<file path="src/rtl/mips_pkg.sv">
// Shared MIPS pipeline types: control bundle, ALU op codes, constants.
// Imported by the ID/EX stage, its hazard unit and the ID/EX interface.
package mips_pkg;

  typedef enum logic [3:0] {
    ALU_ADD = 4'd0,
    ALU_SUB = 4'd1,
    ALU_AND = 4'd2,
    ALU_OR  = 4'd3,
    ALU_XOR = 4'd4,
    ALU_NOR = 4'd5,
    ALU_SLT = 4'd6,
    ALU_SLL = 4'd7,
    ALU_SRL = 4'd8,
    ALU_SRA = 4'd9,
    ALU_LUI = 4'd10
  } alu_op_t;

  typedef struct packed {
    logic    RegWrite;
    logic    MemRead;
    logic    MemWrite;
    logic    MemToReg;
    logic    ALUSrc;
    alu_op_t ALUOp;
  } ctrl_t;

  localparam int unsigned REG_ZERO = 0;

  // All-zero control: no register or memory write, so it never
  // matches in forwarding and never disturbs architectural state.
  localparam ctrl_t CTRL_BUBBLE = ctrl_t'('0);

endpackage

</file>
<file path="src/rtl/id_ex_stage_if.sv">
// ID -> ID/EX bundle: decoded ID inputs, flush, stall and IDEX outputs.
// slave: the stage (reads id_*/flush, drives stall/IDEX_*); master: driver.
interface id_ex_stage_if
  import mips_pkg::*;
#(
  parameter int DATA_W = 32,
  parameter int REG_W  = 5
);

  logic              id_valid;
  logic [REG_W-1:0]  id_rs;
  logic [REG_W-1:0]  id_rt;
  logic [REG_W-1:0]  id_dest;
  logic              id_uses_rt;
  ctrl_t             id_ctrl;
  logic [DATA_W-1:0] id_rdata1;
  logic [DATA_W-1:0] id_rdata2;
  logic [DATA_W-1:0] id_imm;
  logic              flush;
  logic              stall;

  logic              IDEX_valid;
  logic [REG_W-1:0]  IDEX_src1;
  logic [REG_W-1:0]  IDEX_src2;
  logic [REG_W-1:0]  IDEX_dest;
  ctrl_t             IDEX_ctrl;
  logic [DATA_W-1:0] IDEX_rdata1;
  logic [DATA_W-1:0] IDEX_rdata2;
  logic [DATA_W-1:0] IDEX_imm;

  modport master (
    output id_valid, id_rs, id_rt, id_dest, id_uses_rt,
    output id_ctrl, id_rdata1, id_rdata2, id_imm, flush,
    input  stall,
    input  IDEX_valid, IDEX_src1, IDEX_src2, IDEX_dest,
    input  IDEX_ctrl, IDEX_rdata1, IDEX_rdata2, IDEX_imm
  );

  modport slave (
    input  id_valid, id_rs, id_rt, id_dest, id_uses_rt,
    input  id_ctrl, id_rdata1, id_rdata2, id_imm, flush,
    output stall,
    output IDEX_valid, IDEX_src1, IDEX_src2, IDEX_dest,
    output IDEX_ctrl, IDEX_rdata1, IDEX_rdata2, IDEX_imm
  );

endinterface

</file>
<file path="src/rtl/id_ex_hazard.sv">
// Load-use detector: stalls ID one cycle when the load in EX feeds it.
// In: EX load info, ID sources, flush. Out: stall (combinational).
module id_ex_hazard
  import mips_pkg::*;
#(
  parameter int REG_W = 5
) (
  input  logic             idex_valid,
  input  logic             idex_mem_read,
  input  logic [REG_W-1:0] idex_dest,
  input  logic             id_valid,
  input  logic [REG_W-1:0] id_rs,
  input  logic [REG_W-1:0] id_rt,
  input  logic             id_uses_rt,
  input  logic             flush,
  output logic             stall
);

  logic rs_hit;
  logic rt_hit;
  logic load_live;

  assign rs_hit = (idex_dest == id_rs);
  assign rt_hit = id_uses_rt && (idex_dest == id_rt);

  // $zero is never really written, so a load to it never hazards.
  assign load_live = idex_valid && idex_mem_read
                  && (idex_dest != REG_W'(REG_ZERO));

  // A taken branch discards ID anyway; holding it would be wasted.
  assign stall = !flush && load_live && id_valid
              && (rs_hit || rt_hit);

endmodule

</file>
<file path="src/rtl/id_ex_stage.sv">
// ID/EX pipeline register with load-use stall and flush bubbling.
// Ports: clock, reset, bus (id_ex_stage_if.slave); stall_count if ID_EX_STALL_COUNT_EN.
module id_ex_stage
  import mips_pkg::*;
#(
  parameter int DATA_W = 32,
  parameter int REG_W  = 5
) (
  input logic clock,
  input logic reset,
`ifdef ID_EX_STALL_COUNT_EN
  output logic [31:0] stall_count,
`endif
  id_ex_stage_if.slave bus
);

  logic stall;
  logic load_bubble;

  id_ex_hazard #(
    .REG_W (REG_W)
  ) u_hazard (
    .idex_valid    (bus.IDEX_valid),
    .idex_mem_read (bus.IDEX_ctrl.MemRead),
    .idex_dest     (bus.IDEX_dest),
    .id_valid      (bus.id_valid),
    .id_rs         (bus.id_rs),
    .id_rt         (bus.id_rt),
    .id_uses_rt    (bus.id_uses_rt),
    .flush         (bus.flush),
    .stall         (stall)
  );

  assign bus.stall = stall;

  assign load_bubble = reset || bus.flush
                    || stall || !bus.id_valid;

  always_ff @(posedge clock) begin
    if (load_bubble) begin
      bus.IDEX_valid  <= 1'b0;
      bus.IDEX_src1   <= '0;
      bus.IDEX_src2   <= '0;
      bus.IDEX_dest   <= '0;
      bus.IDEX_ctrl   <= CTRL_BUBBLE;
      bus.IDEX_rdata1 <= '0;
      bus.IDEX_rdata2 <= '0;
      bus.IDEX_imm    <= '0;
    end else begin
      bus.IDEX_valid  <= 1'b1;
      bus.IDEX_src1   <= bus.id_rs;
      bus.IDEX_src2   <= bus.id_rt;
      bus.IDEX_dest   <= bus.id_dest;
      bus.IDEX_ctrl   <= bus.id_ctrl;
      bus.IDEX_rdata1 <= bus.id_rdata1;
      bus.IDEX_rdata2 <= bus.id_rdata2;
      bus.IDEX_imm    <= bus.id_imm;
    end
  end

`ifdef ID_EX_STALL_COUNT_EN
  logic [31:0] cnt_q;

  always_ff @(posedge clock) begin
    if (reset) begin
      cnt_q <= '0;
    end else if (stall) begin
      cnt_q <= cnt_q + 32'd1;
    end
  end

  assign stall_count = cnt_q;
`endif

endmodule

</file>
<file path="src/flat_wrapper.sv">
// flat-port wrapper written by rule: the top's interface ports become plain ports
module id_ex_stage_flat import mips_pkg::*;
#(
  parameter int DATA_W = 32,
  parameter int REG_W  = 5
)
  (clock, reset, bus_id_valid, bus_id_rs, bus_id_rt, bus_id_dest, bus_id_uses_rt, bus_id_ctrl, bus_id_rdata1, bus_id_rdata2, bus_id_imm, bus_flush, bus_stall, bus_IDEX_valid, bus_IDEX_src1, bus_IDEX_src2, bus_IDEX_dest, bus_IDEX_ctrl, bus_IDEX_rdata1, bus_IDEX_rdata2, bus_IDEX_imm);
  id_ex_stage_if #(.DATA_W(DATA_W), .REG_W(REG_W)) bus_i ();
  input logic clock;
  input logic reset;
  input wire logic [$bits(bus_i.id_valid)-1:0] bus_id_valid;
  input wire logic [$bits(bus_i.id_rs)-1:0] bus_id_rs;
  input wire logic [$bits(bus_i.id_rt)-1:0] bus_id_rt;
  input wire logic [$bits(bus_i.id_dest)-1:0] bus_id_dest;
  input wire logic [$bits(bus_i.id_uses_rt)-1:0] bus_id_uses_rt;
  input wire logic [$bits(bus_i.id_ctrl)-1:0] bus_id_ctrl;
  input wire logic [$bits(bus_i.id_rdata1)-1:0] bus_id_rdata1;
  input wire logic [$bits(bus_i.id_rdata2)-1:0] bus_id_rdata2;
  input wire logic [$bits(bus_i.id_imm)-1:0] bus_id_imm;
  input wire logic [$bits(bus_i.flush)-1:0] bus_flush;
  output wire logic [$bits(bus_i.stall)-1:0] bus_stall;
  output wire logic [$bits(bus_i.IDEX_valid)-1:0] bus_IDEX_valid;
  output wire logic [$bits(bus_i.IDEX_src1)-1:0] bus_IDEX_src1;
  output wire logic [$bits(bus_i.IDEX_src2)-1:0] bus_IDEX_src2;
  output wire logic [$bits(bus_i.IDEX_dest)-1:0] bus_IDEX_dest;
  output wire logic [$bits(bus_i.IDEX_ctrl)-1:0] bus_IDEX_ctrl;
  output wire logic [$bits(bus_i.IDEX_rdata1)-1:0] bus_IDEX_rdata1;
  output wire logic [$bits(bus_i.IDEX_rdata2)-1:0] bus_IDEX_rdata2;
  output wire logic [$bits(bus_i.IDEX_imm)-1:0] bus_IDEX_imm;
  assign bus_i.id_valid = bus_id_valid;
  assign bus_i.id_rs = bus_id_rs;
  assign bus_i.id_rt = bus_id_rt;
  assign bus_i.id_dest = bus_id_dest;
  assign bus_i.id_uses_rt = bus_id_uses_rt;
  assign bus_i.id_ctrl = bus_id_ctrl;
  assign bus_i.id_rdata1 = bus_id_rdata1;
  assign bus_i.id_rdata2 = bus_id_rdata2;
  assign bus_i.id_imm = bus_id_imm;
  assign bus_i.flush = bus_flush;
  assign bus_stall = bus_i.stall;
  assign bus_IDEX_valid = bus_i.IDEX_valid;
  assign bus_IDEX_src1 = bus_i.IDEX_src1;
  assign bus_IDEX_src2 = bus_i.IDEX_src2;
  assign bus_IDEX_dest = bus_i.IDEX_dest;
  assign bus_IDEX_ctrl = bus_i.IDEX_ctrl;
  assign bus_IDEX_rdata1 = bus_i.IDEX_rdata1;
  assign bus_IDEX_rdata2 = bus_i.IDEX_rdata2;
  assign bus_IDEX_imm = bus_i.IDEX_imm;
  id_ex_stage #(.DATA_W(DATA_W), .REG_W(REG_W)) u_core (.clock(clock), .reset(reset), .bus(bus_i));
endmodule
</file>
<file path="config.mk">
export PLATFORM = sky130hd
export DESIGN_NAME = id_ex_stage_flat
export DESIGN_NICKNAME = d
export VERILOG_FILES = /design/src/rtl/mips_pkg.sv /design/src/rtl/id_ex_stage_if.sv /design/src/rtl/id_ex_hazard.sv /design/src/rtl/id_ex_stage.sv /design/src/flat_wrapper.sv
export SDC_FILE = /design/constraint.sdc
export NUM_CORES = 1
export LEC_CHECK = 0
export ABC_AREA = 1
export CORE_AREA = 2 2 95 97
export DETAILED_ROUTE_END_ITERATION = 6
export DIE_AREA = 0 0 97 99
export DONT_BUFFER_PORTS = 1
export GPL_TIMING_DRIVEN = 0
export PLACE_DENSITY_LB_ADDON = 0.12
export RECOVER_POWER = 25
export REMOVE_ABC_BUFFERS = 1
export SYNTH_ARGS = -nofsm -noshare
export SYNTH_HDL_FRONTEND = slang
export SYNTH_HIERARCHICAL = 1
export SYNTH_SLANG_ARGS = --single-unit
</file>
<file path="constraint.sdc">
create_clock -name clock -period 2 [get_ports clock]
set_input_delay 0.4 -clock clock [delete_from_list [all_inputs] [get_ports clock]]
set_output_delay 0.4 -clock clock [all_outputs]
set_load 0.01 [all_outputs]
</file>
======== Word level (Yosys, flattened, before mapping) ========
Index checks and enable logic that the tools add are counted.
storage, ports and cells
  output and inout port bits .............. 122
  register bits ........................... 121
  input port bits ......................... 125
  logic and storage cells ................. 29
operators by class
  multiplexer cells ....................... 1
  reductions and logical operators ........ 13
  equality and inequality tests ........... 2
operators by type and width
  kind                 count
  5-bit equality test  2
  1-bit logical AND    6
  5-bit nonzero test   1
  1-bit logical OR     4
  1-bit zero test      2
  1-bit 2-to-1 mux     1

======== Logic depth before layout (Yosys ltp) ========
  word-level depth ........................ 8
  gate-level depth with buffers ........... 11
  depth with buffers taken out ............ 9

======== By module ========
The synthesis kept the hierarchy.
modules (own cells, without submodules)
  module        area an instance (um^2)  instances  cells an instance  seq. area each (um^2)
  id_ex_stage   3494.6                   1          379                2422.3
  id_ex_hazard  222.7                    1          54                 0.0

======== Worst setup path after synthesis ========
OpenSTA, ideal clock, no wires.
  path kind ............................... register to register
  start point ............................. register u_core.bus.IDEX_dest[4]
  end point ............................... register u_core.bus.IDEX_rdata1[10]
  slack ................................... 0.432 ns
  arrival time ............................ 1.456 ns
  period minus slack after synthesis ...... 1.568 ns
  path buffers ............................ 2
  required time ........................... 1.888 ns
  cell stages (with the launch flop) ...... 12
  library setup time ...................... 0.112 ns
  path through ............................ dfxtp_1 > inv_2 > nand2_2 > nand2_1 > nor2_1 > nand3_1 > a21oi_2 > nor2_1 > nand2_1 > buf_6 > buf_6 > nor2_2
between the ends
  longest elaborated chain between the ends .. 7
  elaborated cells on any way between the ends .. 11
  those cells by class .................... 2 x eq/ne; 9 x reduce/logical
RTL lines
  what                               RTL line              RTL
  start, declared                    id_ex_stage_if.sv:43  output IDEX_valid, IDEX_src1, IDEX_src2, IDEX_dest,
  start signal, assigned             id_ex_stage.sv:53     bus.IDEX_dest <= bus.id_dest;
  5-bit nonzero test                 id_ex_hazard.sv:28    && (idex_dest != REG_W'(REG_ZERO));
  1-bit logical AND                  id_ex_hazard.sv:28
  1-bit logical AND (2 in a row)     id_ex_hazard.sv:31    assign stall = !flush && load_live && id_valid
  1-bit logical AND (*)              id_ex_hazard.sv:32    && (rs_hit || rt_hit);
  net bus_stall                      flat_wrapper.sv:21    output wire logic [$bits(bus_i.stall)-1:0] bus_stall;
  1-bit logical OR (*) (2 in a row)  id_ex_stage.sv:37     || stall || !bus.id_valid;
  end signal, assigned               id_ex_stage.sv:55     bus.IDEX_rdata1 <= bus.id_rdata1;
  end, declared                      id_ex_stage_if.sv:44  output IDEX_ctrl, IDEX_rdata1, IDEX_rdata2, IDEX_imm
Mark *: on every way through the listed nets, which the timed path passes. The rest lies on a longest branch.
A chain may end at the register's enable or synchronous reset.

======== Worst setup path in the final report ========
  start point ............................. register u_core.bus.IDEX_dest[3]
  end point ............................... register u_core.bus.IDEX_imm[24]
between the ends
  longest elaborated chain between the ends .. 7
  elaborated cells on any way between the ends .. 11
  those cells by class .................... 2 x eq/ne; 9 x reduce/logical
RTL lines
  what                               RTL line              RTL
  5-bit nonzero test                 id_ex_hazard.sv:28
  1-bit logical AND                  id_ex_hazard.sv:28
  1-bit logical AND (2 in a row)     id_ex_hazard.sv:31
  1-bit logical AND (*)              id_ex_hazard.sv:32
  net bus_stall                      flat_wrapper.sv:21
  1-bit logical OR (*) (2 in a row)  id_ex_stage.sv:37
  end signal, assigned               id_ex_stage.sv:57     bus.IDEX_imm <= bus.id_imm;
  end, declared                      id_ex_stage_if.sv:44
Marked as above.

==> results.py <==
metrics = {
    "status": {
        "status": "finished, final reports clean",
    },
    "yosys": {
        "synth_area_per_cell_sq_um": 8.59,
        "synthCells": 433,
        "synth.distinct_cells": 13,
        "yosys.area.top_type": "dfxtp_1",
        "ys_seq_area_share_pct": 65.2,
        "synth.cell_area_sq_mm": 0.00372,
        "synth_top_cell_area_share_pct": 65.2,
        "ys.flop_type": "dfxtp_1",
        "ys_ff_latch": 121,
        "yosysMostFrequentCell": "inv_1",
        "yosysWarnings": 6,
        "synth-edff-count": 0,
        "synth_area_leaders": "dfxtp_1 (65%), inv_1 (13%), nor2_1 (12%)",
        "synth_common_cells": "inv_1 (133), dfxtp_1 (121), nor2_1 (120), nand2_1 (26)",
        "synthArstFlopShare_pct": 0,
    },
    "clock_tree": {
        "cts_buffers": 17,
        "cts.clk_slew.worst_paths_ns": 0.06,
        "clk_latency_ns": 0.49,
        "post_cts_buffers": 0,
        "cts_tree": "yes",
        "root_buffer": "clkbuf_8",
        "cts-htree-levels": 4,
        "clockBufferDepth": 2,
        "clkSinkCount": 121,
    },
    "power": {
        "p_leak_nw": 2.81,
        "vdd_drop_max_mv": 0.488,
        "powerDensity_mw_per_mm2": 1030,
        "p_total_mw": 5.61,
    },
    "sta": {
        "skew_ns": 0.00814,
        "drv_slew": 0,
        "worstMarginPinSlew_ns": 0.615,
        "rsz0062_at_grt": "yes",
        "fin_crit_sh_pct": 95.6,
        "tns_ns": 0,
        "hold_violations": 0,
        "setup_viol": 0,
        "relSlewSlack_pct": 58.8,
        "finalCriticalPeriod_ns": 1.91,
        "fmax_ghz": 0.523,
    },
    "critical_path": {
        "critPathLaunchType": "register",
        "path_max_fanout": 32,
        "crit_path_end_kind": "register",
        "cp.arrival_ns": 2.33,
        "reg2reg_slack_ns": 0.09,
        "r2r_end": "u_core/bus.IDEX_imm[24]$_SDFF_PP0_",
        "r2r_cells": 8,
        "r2r_start": "u_core/bus.IDEX_dest[3]$_SDFF_PP0_",
        "worstPathRequired_ns": 2.42,
        "crit_type": "reg2reg",
    },
    "floorplan": {
        "die_area_sq_mm": 0.00960,
        "rows": 34,
        "initial_core_util_pct": 43.5,
        "die-width_microns": 97,
        "die_y_microns": 99,
        "core_sq_mm": 0.00855,
        "io-pin-count": 247,
    },
    "min_path": {
        "min_path_cells": 2,
        "holdPathEnd": "u_core/bus.IDEX_rdata1[4]$_SDFF_PP0_",
        "hold_path_startpoint": "bus_id_rdata1[4]",
        "hold_path.class": "in2reg",
    },
    "global_route": {
        "overflow": 0,
        "grt_max_degree": 65,
        "grt_pass1_vias": 3002,
        "grt_pass1_wl_microns": 14500,
        "grt_use_total_pct": 19.6,
        "antenna_found_initial": 0,
    },
    "finish": {
        "antennaDiodeCount": 0,
        "syn2layout_area_growth_pct": 47.1,
        "drive_gt1_share_pct": 10.7,
        "final_util_pct": 64.0,
        "fillers": 696,
        "fin_nets": 675,
    },
    "detailed_routing": {
        "firstDrtPassIters": 5,
        "route.detailed.drc": 0,
        "vias_per_cell": 4.33,
        "ant_nets": 0,
        "drt_iter0_markers": 50,
        "wirelength_microns": 9800,
        "dr_total_vias": 2903,
        "routedWlPerCell_microns": 14.6,
    },
    "job": {
        "drv_cap": 0,
    },
    "placement": {
        "gp_congestion": 0.706,
        "dpl.hpwl_microns": 5470,
        "port_buffers": 0,
    },
}
==> routing by layer <==
metal | global-route usage [%] | wire length, microns | up-vias
met5 | 0 | 0 | -
met4 | 8.34 | 178 | 0
met3 | 10.1 | 976 | 18
met2 | 35.5 | 5220 | 170
met1 | 18.6 | 3430 | 1303
li1 | - | - | 1412
==> how the worst max path moves through the flow <==
| stage | start | end | slack [ns] | cells past startpoint |
|---|---|---|---|---|
| after floorplan | u_core/bus.IDEX_dest[4]$_SDFF_PP0_ | u_core/bus.IDEX_valid$_DFF_P_ | -1.34 | 9 |
| after detailed placement | u_core/bus.IDEX_dest[0]$_SDFF_PP0_ | u_core/bus.IDEX_ctrl[3]$_SDFF_PP0_ | -0.29 | 10 |
| after global routing | u_core/bus.IDEX_dest[0]$_SDFF_PP0_ | u_core/bus.IDEX_imm[24]$_SDFF_PP0_ | -0.04 | 10 |
| after global placement | u_core/bus.IDEX_dest[0]$_SDFF_PP0_ | u_core/bus.IDEX_ctrl[3]$_SDFF_PP0_ | -2.50 | 9 |
| final | u_core/bus.IDEX_dest[3]$_SDFF_PP0_ | u_core/bus.IDEX_imm[24]$_SDFF_PP0_ | 0.09 | 8 |
| after CTS | u_core/bus.IDEX_dest[3]$_SDFF_PP0_ | bus_stall | 0.03 | 6 |
==> timing repair <==
item | 4_1_cts | 5_1_grt
hold endpoints to repair | 103 | 5
setup endpoints to repair | 65 | 65
gates cloned | 1 | 1
hold buffers | 103 | 5
resized for setup | 7 | 10
pin swaps | 1 | 4
==> power breakdown <==
group	switching [mW]	internal, mW
clock network	1.04	1.70
registers	0.0658	2.48
logic	0.139	0.192
==> cells by family (layout without fill, tap and decap cells) <==
logic type / count (synthesis) / after routing / share of synthesized area (%)
AND/OR/NAND/NOR: 161 / 162 / 17.2
buffers and inverters: 149 / 278 / 17.2
flip-flops: 121 / 121 / 65.2
AO/OA/AOI/OAI: 1 / 1 / 0.236
XOR/XNOR: 1 / 1 / 0.236
==> area by class of cell <==
type / instances / area [sq um] / share of cell area (%)
sequential: 121 / 2440 / 44.6
timing repair buffer: 110 / 1130 / 20.7
multi-input combinational: 164 / 702 / 12.8
inverter: 136 / 513 / 9.38
clock buffer: 20 / 445 / 8.14
tap: 108 / 135 / 2.47
clock inverter: 12 / 101 / 1.85
==> registers in the layout, indices dropped and copies added (netlist names) <==
signal and count:
u_core/bus.IDEX_dest 5, u_core/bus.IDEX_ctrl 9, u_core/bus.IDEX_rdata1 32, u_core/bus.IDEX_rdata2 32
u_core/bus.IDEX_src1 5, u_core/bus.IDEX_valid 1, u_core/bus.IDEX_src2 5, u_core/bus.IDEX_imm 32
==> cell usage in the layout (no fill, tap or decap) <==
master         count
inv_1            131
nor2_1           119
dfxtp_1          116
dlygate4sd3_1    108
nand2_1           24
clkbuf_16         17
nor2_2            11
clkinv_2           6
dfxtp_4            4
inv_2              4
clkbuf_8           3
clkinv_4           3
clkinvlp_4         2
nand2_2            2
nand4_1            2
bufinv_16          1
clkbuf_1           1
nand2_4            1
nand2_8            1
dfxtp_2            1
buf_16             1
inv_4              1
xnor2_1            1
nand3_1            1
nand3_2            1
a21oi_4            1
==> metrics by stage <==
| step | area, sq um | setup slack [ns] | hold WS, ns | cells |
|---|---|---|---|---|
| after global routing | 5470 | -0.0431 | 0.00112 | 671 |
| after floorplan | 3590 | -1.34 | 0.512 | 420 |
| after global placement | 3720 | -2.50 | 0.512 | 528 |
| after detailed placement | 3760 | -0.290 | 0.515 | 529 |
| final | 5470 | 0.0876 | 0.0291 | 671 |
| after CTS | 5370 | 0.0339 | 0.00133 | 665 |
==> critical path, cell delays in order, from the launching register on <==
cell and delay, ns:
dfxtp_4 0.37, nor2_1 0.13, nand4_1 0.10, nand4_1 0.14, a21oi_4 0.06, nor2_2 0.34
nand2_8 0.21, clkbuf_16 0.31, nor2_1 0.16
Power figures use the tool's default switching activity.
